--- src/rtl/game_input_conditioner.sv ---
// Input front-end for the game FSM: turns the raw push-button into a debounced
// level plus a single press pulse, and turns the level-held USB keycode into
// single-cycle key events with a dedicated Enter strobe.
module game_input_conditioner #(
  parameter int          DEBOUNCE_CYCLES = 1000000,
  parameter int          CNT_W           = 20,
  parameter logic [7:0]  ENTER_CODE      = 8'h28
) (
  input  logic        clk,
  input  logic        reset,
  input  logic        button_raw,
  input  logic [7:0]  keycode,
  output logic        button_press,
  output logic        button_level,
  output logic        key_event,
  output logic [7:0]  key_code,
  output logic        enter_press,
  output logic [31:0] debugging
);

  localparam logic [1:0] ST_IDLE         = 2'd0;
  localparam logic [1:0] ST_PRESS_WAIT   = 2'd1;
  localparam logic [1:0] ST_HELD         = 2'd2;
  localparam logic [1:0] ST_RELEASE_WAIT = 2'd3;

  localparam logic [CNT_W-1:0] CNT_LAST = CNT_W'(DEBOUNCE_CYCLES - 1);
  localparam logic [CNT_W-1:0] CNT_MAX  = '1;

  // Handshake note: there is no valid/ready flow control here; every output
  // is a registered level or a one-cycle strobe that the consumer must sample
  // on the cycle it is high.

  logic             sync1_q, sync2_q;
  logic [1:0]       state_q, state_d;
  logic [CNT_W-1:0] cnt_q, cnt_d, cnt_inc;
  logic             press_q, press_d;

  logic [7:0]       kc_q;
  logic             armed_q, armed_d;
  logic [7:0]       key_code_q, key_code_d;
  logic             key_event_q, key_event_d;
  logic             enter_q, enter_d;
  logic             kc_stable, kc_accept;

  // Two-flop synchroniser for the asynchronous button.
  always_ff @(posedge clk) begin
    if (reset) begin
      sync1_q <= 1'b0;
      sync2_q <= 1'b0;
    end else begin
      sync1_q <= button_raw;
      sync2_q <= sync1_q;
    end
  end

  // Saturating counter increment; the count never wraps back to zero.
  assign cnt_inc = (cnt_q == CNT_MAX) ? cnt_q : cnt_q + 1'b1;

  // Debounce FSM next state: any state change clears the counter.
  always_comb begin
    state_d = state_q;
    cnt_d   = cnt_q;
    press_d = 1'b0;
    case (state_q)
      ST_IDLE: begin
        if (sync2_q) begin
          state_d = ST_PRESS_WAIT;
          cnt_d   = '0;
        end
      end
      ST_PRESS_WAIT: begin
        if (!sync2_q) begin
          state_d = ST_IDLE;
          cnt_d   = '0;
        end else if (cnt_q == CNT_LAST) begin
          state_d = ST_HELD;
          cnt_d   = '0;
          press_d = 1'b1;
        end else begin
          cnt_d = cnt_inc;
        end
      end
      ST_HELD: begin
        if (!sync2_q) begin
          state_d = ST_RELEASE_WAIT;
          cnt_d   = '0;
        end
      end
      default: begin
        if (sync2_q) begin
          state_d = ST_HELD;
          cnt_d   = '0;
        end else if (cnt_q == CNT_LAST) begin
          state_d = ST_IDLE;
          cnt_d   = '0;
        end else begin
          cnt_d = cnt_inc;
        end
      end
    endcase
  end

  // Debounce FSM registers; reset abandons any count in progress.
  always_ff @(posedge clk) begin
    if (reset) begin
      state_q <= ST_IDLE;
      cnt_q   <= '0;
      press_q <= 1'b0;
    end else begin
      state_q <= state_d;
      cnt_q   <= cnt_d;
      press_q <= press_d;
    end
  end

  // Key acceptance: a code is stable once it matches last cycle's sample; a
  // stable code different from the last accepted one counts as a re-arm so
  // roll-over between keys produces an event without an intervening release.
  assign kc_stable = (keycode == kc_q);
  assign kc_accept = kc_stable && (keycode != 8'h00) &&
                     (armed_q || (keycode != key_code_q));

  // Key path next-state values.
  always_comb begin
    armed_d     = armed_q;
    key_code_d  = key_code_q;
    key_event_d = 1'b0;
    enter_d     = 1'b0;
    if (kc_accept) begin
      armed_d     = 1'b0;
      key_code_d  = keycode;
      key_event_d = 1'b1;
      enter_d     = (keycode == ENTER_CODE);
    end else if (kc_stable && (keycode == 8'h00)) begin
      armed_d = 1'b1;
    end
  end

  // Key path registers; armed out of reset so the first key is accepted.
  always_ff @(posedge clk) begin
    if (reset) begin
      kc_q        <= 8'h00;
      armed_q     <= 1'b1;
      key_code_q  <= 8'h00;
      key_event_q <= 1'b0;
      enter_q     <= 1'b0;
    end else begin
      kc_q        <= keycode;
      armed_q     <= armed_d;
      key_code_q  <= key_code_d;
      key_event_q <= key_event_d;
      enter_q     <= enter_d;
    end
  end

  assign button_press = press_q;
  assign button_level = (state_q == ST_HELD) || (state_q == ST_RELEASE_WAIT);
  assign key_event    = key_event_q;
  assign key_code     = key_code_q;
  assign enter_press  = enter_q;
  assign debugging    = {armed_q, 20'(cnt_q), key_code_q, sync2_q, state_q};

endmodule

--- config.mk ---
export PLATFORM = sky130hd
export DESIGN_NAME = game_input_conditioner
export DESIGN_NICKNAME = d
export VERILOG_FILES = /design/src/rtl/game_input_conditioner.sv
export SDC_FILE = /design/constraint.sdc
export NUM_CORES = 1
export LEC_CHECK = 0
export ABC_AREA = 1
export BUFFER_PORTS_ARGS = -buffer_cell sky130_fd_sc_hd__buf_2
export CAP_MARGIN = 20
export CORE_MARGIN = 10
export CORE_UTILIZATION = 54
export DETAILED_ROUTE_END_ITERATION = 10
export PLACE_DENSITY = 0.8
export SLEW_MARGIN = 20
export SYNTH_ARGS = -nofsm -noshare
export SYNTH_HDL_FRONTEND = slang
export SYNTH_SLANG_ARGS = --single-unit
--- constraint.sdc ---
create_clock -name clk -period 2.4 [get_ports clk]
set_clock_uncertainty 0.15 [all_clocks]
set_input_delay 0.6 -clock clk [delete_from_list [all_inputs] [get_ports clk]]
set_output_delay 0.6 -clock clk [all_outputs]
set_load 0.01 [all_outputs]
## Word level (Yosys, flattened, before mapping)

Cells that the tools add are included.

- Register bits: 44
- Output and inout port bits: 44

- $add $sub $neg: 1
- Equal/unequal tests: 11
- Multiplexer cells: 18
- Bitwise operators: 3
- Reduce and logical (&&, ||, !) cells: 14

Operators by type and width:

| kind | count |
|---|---|
| two-way mux 20 bit | 6 |
| one-hot mux 20 bit (3 select lines) | 1 |
| == test 20 bit, second input constant | 2 |
| adder 20 x 1 -> 20 bit, second input constant | 1 |
| two-way mux 2 bit | 6 |
| == test 8 x 6 -> 1 bit, second input constant | 1 |
| == test 8 bit | 1 |
| zero test 8 bit | 1 |
| != test 8 bit | 1 |
| nonzero test 8 bit | 1 |
| one-hot mux 2 bit (3 select lines) | 1 |
| == test 2 bit, second input constant | 2 |
| two-way mux 1 bit | 4 |
| != test 2 bit, second input constant | 2 |
| AND reduction 4 bit | 1 |
| nonzero test 4 bit | 1 |
| logical AND 1 bit | 3 |
| != test 3 bit, second input constant | 1 |
| NOT 1 bit | 3 |
| OR reduction 3 bit | 1 |
| == test 2 x 1 -> 1 bit, second input constant | 1 |
| zero test 2 bit | 1 |
| logical OR 1 bit | 2 |
| AND reduction 2 bit | 1 |
| other kinds (2) | 2 |

## Longest topological paths before layout

- Word-level depth: 5
- Depth in mapped cells: 12

## Worst setup path after synthesis

Ideal clock, no wire load.

- Path type: reg2reg
- Start point: register cnt_q[0]
- End point: register cnt_q[10]
- Data arrival time: 1.515 ns
- Setup slack: 0.621 ns
- Stages on the path, launching flop included: 11
- Buffers on the path: 1
- Period minus slack after synthesis: 1.779 ns
- Path through: dfxtp_1 > ha_1 > inv_1 > nor2_2 > nand2_2 > nor2_4 > nand3_4 > buf_6 > nand3_2 > xor2_1 > nor2_1

- Longest elaborated chain between the ends: 5
- Elaborated cells between the ends (all ways): 8
- Classes of those cells: add/sub: 1; eq/ne: 2; mux: 5

RTL lines:

| what | RTL line | RTL |
|---|---|---|
| start, declared | 35 | `logic [CNT_W-1:0] cnt_q, cnt_d, cnt_inc;` |
| start signal, assigned | 111 | `cnt_q <= cnt_d;` |
| adder 20 x 1 -> 20 bit or == test 20 bit (tied branches) | 57 | `assign cnt_inc = (cnt_q == CNT_MAX) ? cnt_q : cnt_q + 1'b1;` |
| two-way mux 20 bit | 57 |  |
| two-way mux 20 bit (*) | 75, 93 |  |
| two-way mux 20 bit (on tied branches) | 90, 72 |  |
| one-hot mux 20 bit (3 select lines) (*) | 64 | `case (state_q)` |

Mark *: on every way between the ends. The rest lies on a longest branch, timed or not.
A chain may end at the register's enable or synchronous reset.

## Worst setup path after layout

- Start point: register cnt_q[0]
- End point: register cnt_q[11]

Same word-level chain as after synthesis.

==> results by group <==
Critical path
  • CP startpoint kind: flop
  • Crit path buffers/inverters: 3
  • Crit Path Max Fanout: 14
  • CP endpoint kind: flop
  • Critical path type: flop to flop
  • R2R setup slack: 250 ps
  • Worst path max stage delay: 380 ps
  • Top cell family by delay on the critical path: simple AND/OR/NAND/NOR gates
  • CP max-delay cell: dfxtp_1
  • Worst path most repeated cell: inv_1
  • Worst Path Required: 2450 ps
  • Critical-path cell list: ha_1 > inv_1 > nor2_2 > inv_1 > nor2_1 > nand3_1 > nand2_1 > nand2_1 > nand2_2 > inv_1 > o21ai_1 > nor2_1
  • Crit path DAT: 2210 ps

Detailed routing
  • Via count: 2456
  • Initial drt markers: 158
  • Pre-antenna DRT Iters: 4
  • ANT nets after route: 0
  • Via density: 5.214
  • Post-detailed-routing wire length: 6233 microns
  • Post-route DRC: 0
  • Post-DR wirelength/cell: 13.23 microns

Pwr
  • Net Sw Frac: 26.49%
  • Combinational share of power: 10.3%
  • Psw: 357.2 uW
  • Internal power: 991.3 uW
  • Maximum vdd ir drop: 0.3635 mV
  • Power Density: 485.2 mW/mm^2
  • Sequential share of power: 55.9%
  • Lkg Pwr: 1.281 nW
  • Clk pwr share: 33.8%

Clock tree
  • CTS tree: done
  • Number of clock sinks: 44
  • Number of CTS-inserted buffers: 5
  • Clk pin slew, worst setup/hold paths: 80 ps
  • CTS resizes: 0
  • Hold bufs inserted after CTS: 0
  • Setup Buffers After CTS: 0
  • Worst-Skew Late Latency: 310 ps
  • H-Tree Depth: 2
  • CTS root buf: clkbuf_8
  • CTS max path bufs: 2

GRT
  • Largest net degree at the start of global routing: 17
  • Number of global-route vias before repair: 2377
  • Overall global routing resource usage: 16.80%
  • First-pass GRT wire length: 10580 microns
  • Initial antenna violation count: 0
  • Congestion Overflow GR: 0

Floorplanning
  • Die Wd: 87.39 microns
  • Die area: 0.007637 sq mm
  • Initial core utilization: 55.94%
  • Core area: 0.004384 sq mm
  • # IOs: 55
  • Rows: 24
  • Chip height: 87.39 microns

Synthesis
  • Post-Syn Nets: 383
  • Avg Inst Size Synth: 6.610 sq um
  • Post-Synthesis Cells: 371
  • Syn. warnings: 0
  • Post-Syn Area: 0.002452 sq mm
  • Register area share after synthesis: 35.92%
  • FF+latch count, synth: 44
  • Unique masters post-synth: 35

Placed design
  • PortBufs: 54
  • Final GP Congestion: 0.8965
  • Placed Cells: 464
  • Post-DP HPWL: 4716 microns
  • DP Worst Slack: 237.8 ps

Timing
  • WHS: 260.8 ps
  • Pins over their slew limit: 0
  • Max_slew headroom: 73.71%
  • Peak Freq: 464.2 MHz
  • Period utilisation layout: 89.76%
  • Final worst setup slack: 245.7 ps
  • Worst Max-Slew Pin Slew: 393.9 ps
  • Final min period: 2154 ps
  • Setup Viol. Count Final: 0
  • Final hold vios: 0
  • Setup total negative slack: 0 ps
  • RSZ-0062 raised after global routing: false

Finish
  • Nets: 431
  • Cell Count, Final, Fillers Out: 471
  • ANT cells: 0
  • Largest register FFs: 20
  • # fillers: 399
  • Layout cell share with drive strength beyond 1: 19.57%
  • Syn-to-layout area delta: 13.32%
  • Most flops, register: cnt_q

Job
  • Max cap viols: 0

Min path
  • Hold crit path type: flop to flop

Status
  • Status: complete, no violations
## power by group through the flow
stage / Sequential [mW] / Clock (mW) / Combinational [mW]
floorplan: 0.772 / 0 / 0.0928
global placement: 0.771 / 0 / 0.137
detailed placement: 0.771 / 0 / 0.138
CTS: 0.754 / 0.466 / 0.139
global route: 0.756 / 0.496 / 0.157
finish: 0.754 / 0.455 / 0.139
## kinds of logic after synthesis
logic type / share of synthesized area [%]
adder cells (fa/ha/maj): 0.5101
XOR/XNOR: 4.643
AO/OA/AOI/OAI: 5.459
buffers and inverters: 12.50
AND/OR/NAND/NOR: 40.97
flip-flops: 35.92
## cell usage after synthesis, drive strengths merged
cell | count | area, sq um
nor2b | 1 | 6.260
or2 | 2 | 12.51
xor2 | 6 | 52.55
clkbuf | 3 | 11.26
nand2 | 78 | 307.8
o21ai | 13 | 65.06
nor3 | 9 | 45.04
buf | 13 | 97.59
dfxtp | 44 | 880.8
nand3 | 29 | 167.7
and3 | 1 | 6.260
nand2b | 1 | 6.260
nor2 | 79 | 316.5
inv | 52 | 197.7
ha | 1 | 12.51
nand3b | 4 | 30.03
nor3b | 1 | 12.51
and2 | 1 | 6.260
nor4 | 1 | 6.260
nand4 | 13 | 81.33
a21oi | 10 | 53.80
xnor2 | 7 | 61.31
o21bai | 2 | 15.01
## worst reg2reg max path, cell delays in order, from the launching register on
cell and delay, ps:
dfxtp_1 380, ha_1 190, inv_1 60, nor2_2 210, inv_1 80, nor2_1 100
nand3_1 90, nand2_1 140, nand2_1 80, nand2_2 250, inv_1 160, o21ai_1 110
nor2_1 50
## per-stage QoR
step / power (mW) / utilization, % / instance area (sq um)
after floorplan: 0.8647 / - / 2452
after global placement: 0.9073 / 61.62 / 2701
after detailed placement: 0.9097 / 61.62 / 2701
after CTS: 1.359 / 63.38 / 2779
after global routing: 1.409 / 63.38 / 2779
final: 1.348 / 63.38 / 2779
## final timing paths
kind         startpoint         to  cells past startpoint
min             sync1_q    sync2_q                      2
min reg2reg     sync1_q    sync2_q                      2
max reg2reg    cnt_q[0]  cnt_q[11]                     12
max            cnt_q[0]  cnt_q[11]                     12
## layer usage
metal / vias to the layer above / share of wire, % / GRT usage [%]
met5: - / 0 / 0
met2: 84 / 48 / 28.31
met4: 0 / 1.5 / 5.942
li1: 1245 / - / -
met3: 8 / 7.2 / 4.588
met1: 1119 / 43 / 19.81
## final cells by class
cell class	count	area [sq um]	area share [%]
Multi-Input combinational cell	259	1265	45.52
Sequential cell	44	880.8	31.70
Timing Repair Buffer	57	292.8	10.54
Inverter	52	197.7	7.114
Clock buffer	6	72.57	2.611
Tap cell	52	65.06	2.341
Clock inverter	1	5.005	0.1801
## cells in the final DEF, fill, tap and decap left out, types with 2 or more instances in the layout
cell type and instances:
nand3_1 26, nand4_1 13, or2_2 2, o21bai_1 2, inv_1 50, buf_2 54, a21oi_1 9, o21ai_1 2
dfxtp_1 44, nor2_2 5, nor3_1 9, nand3b_1 4, nand3_2 2, nand2_1 74, nand2_2 3, xor2_1 6
xnor2_1 7, clkbuf_8 5, buf_4 3, nor2_1 73, o21ai_0 11
Power figures use the tool's default switching activity.
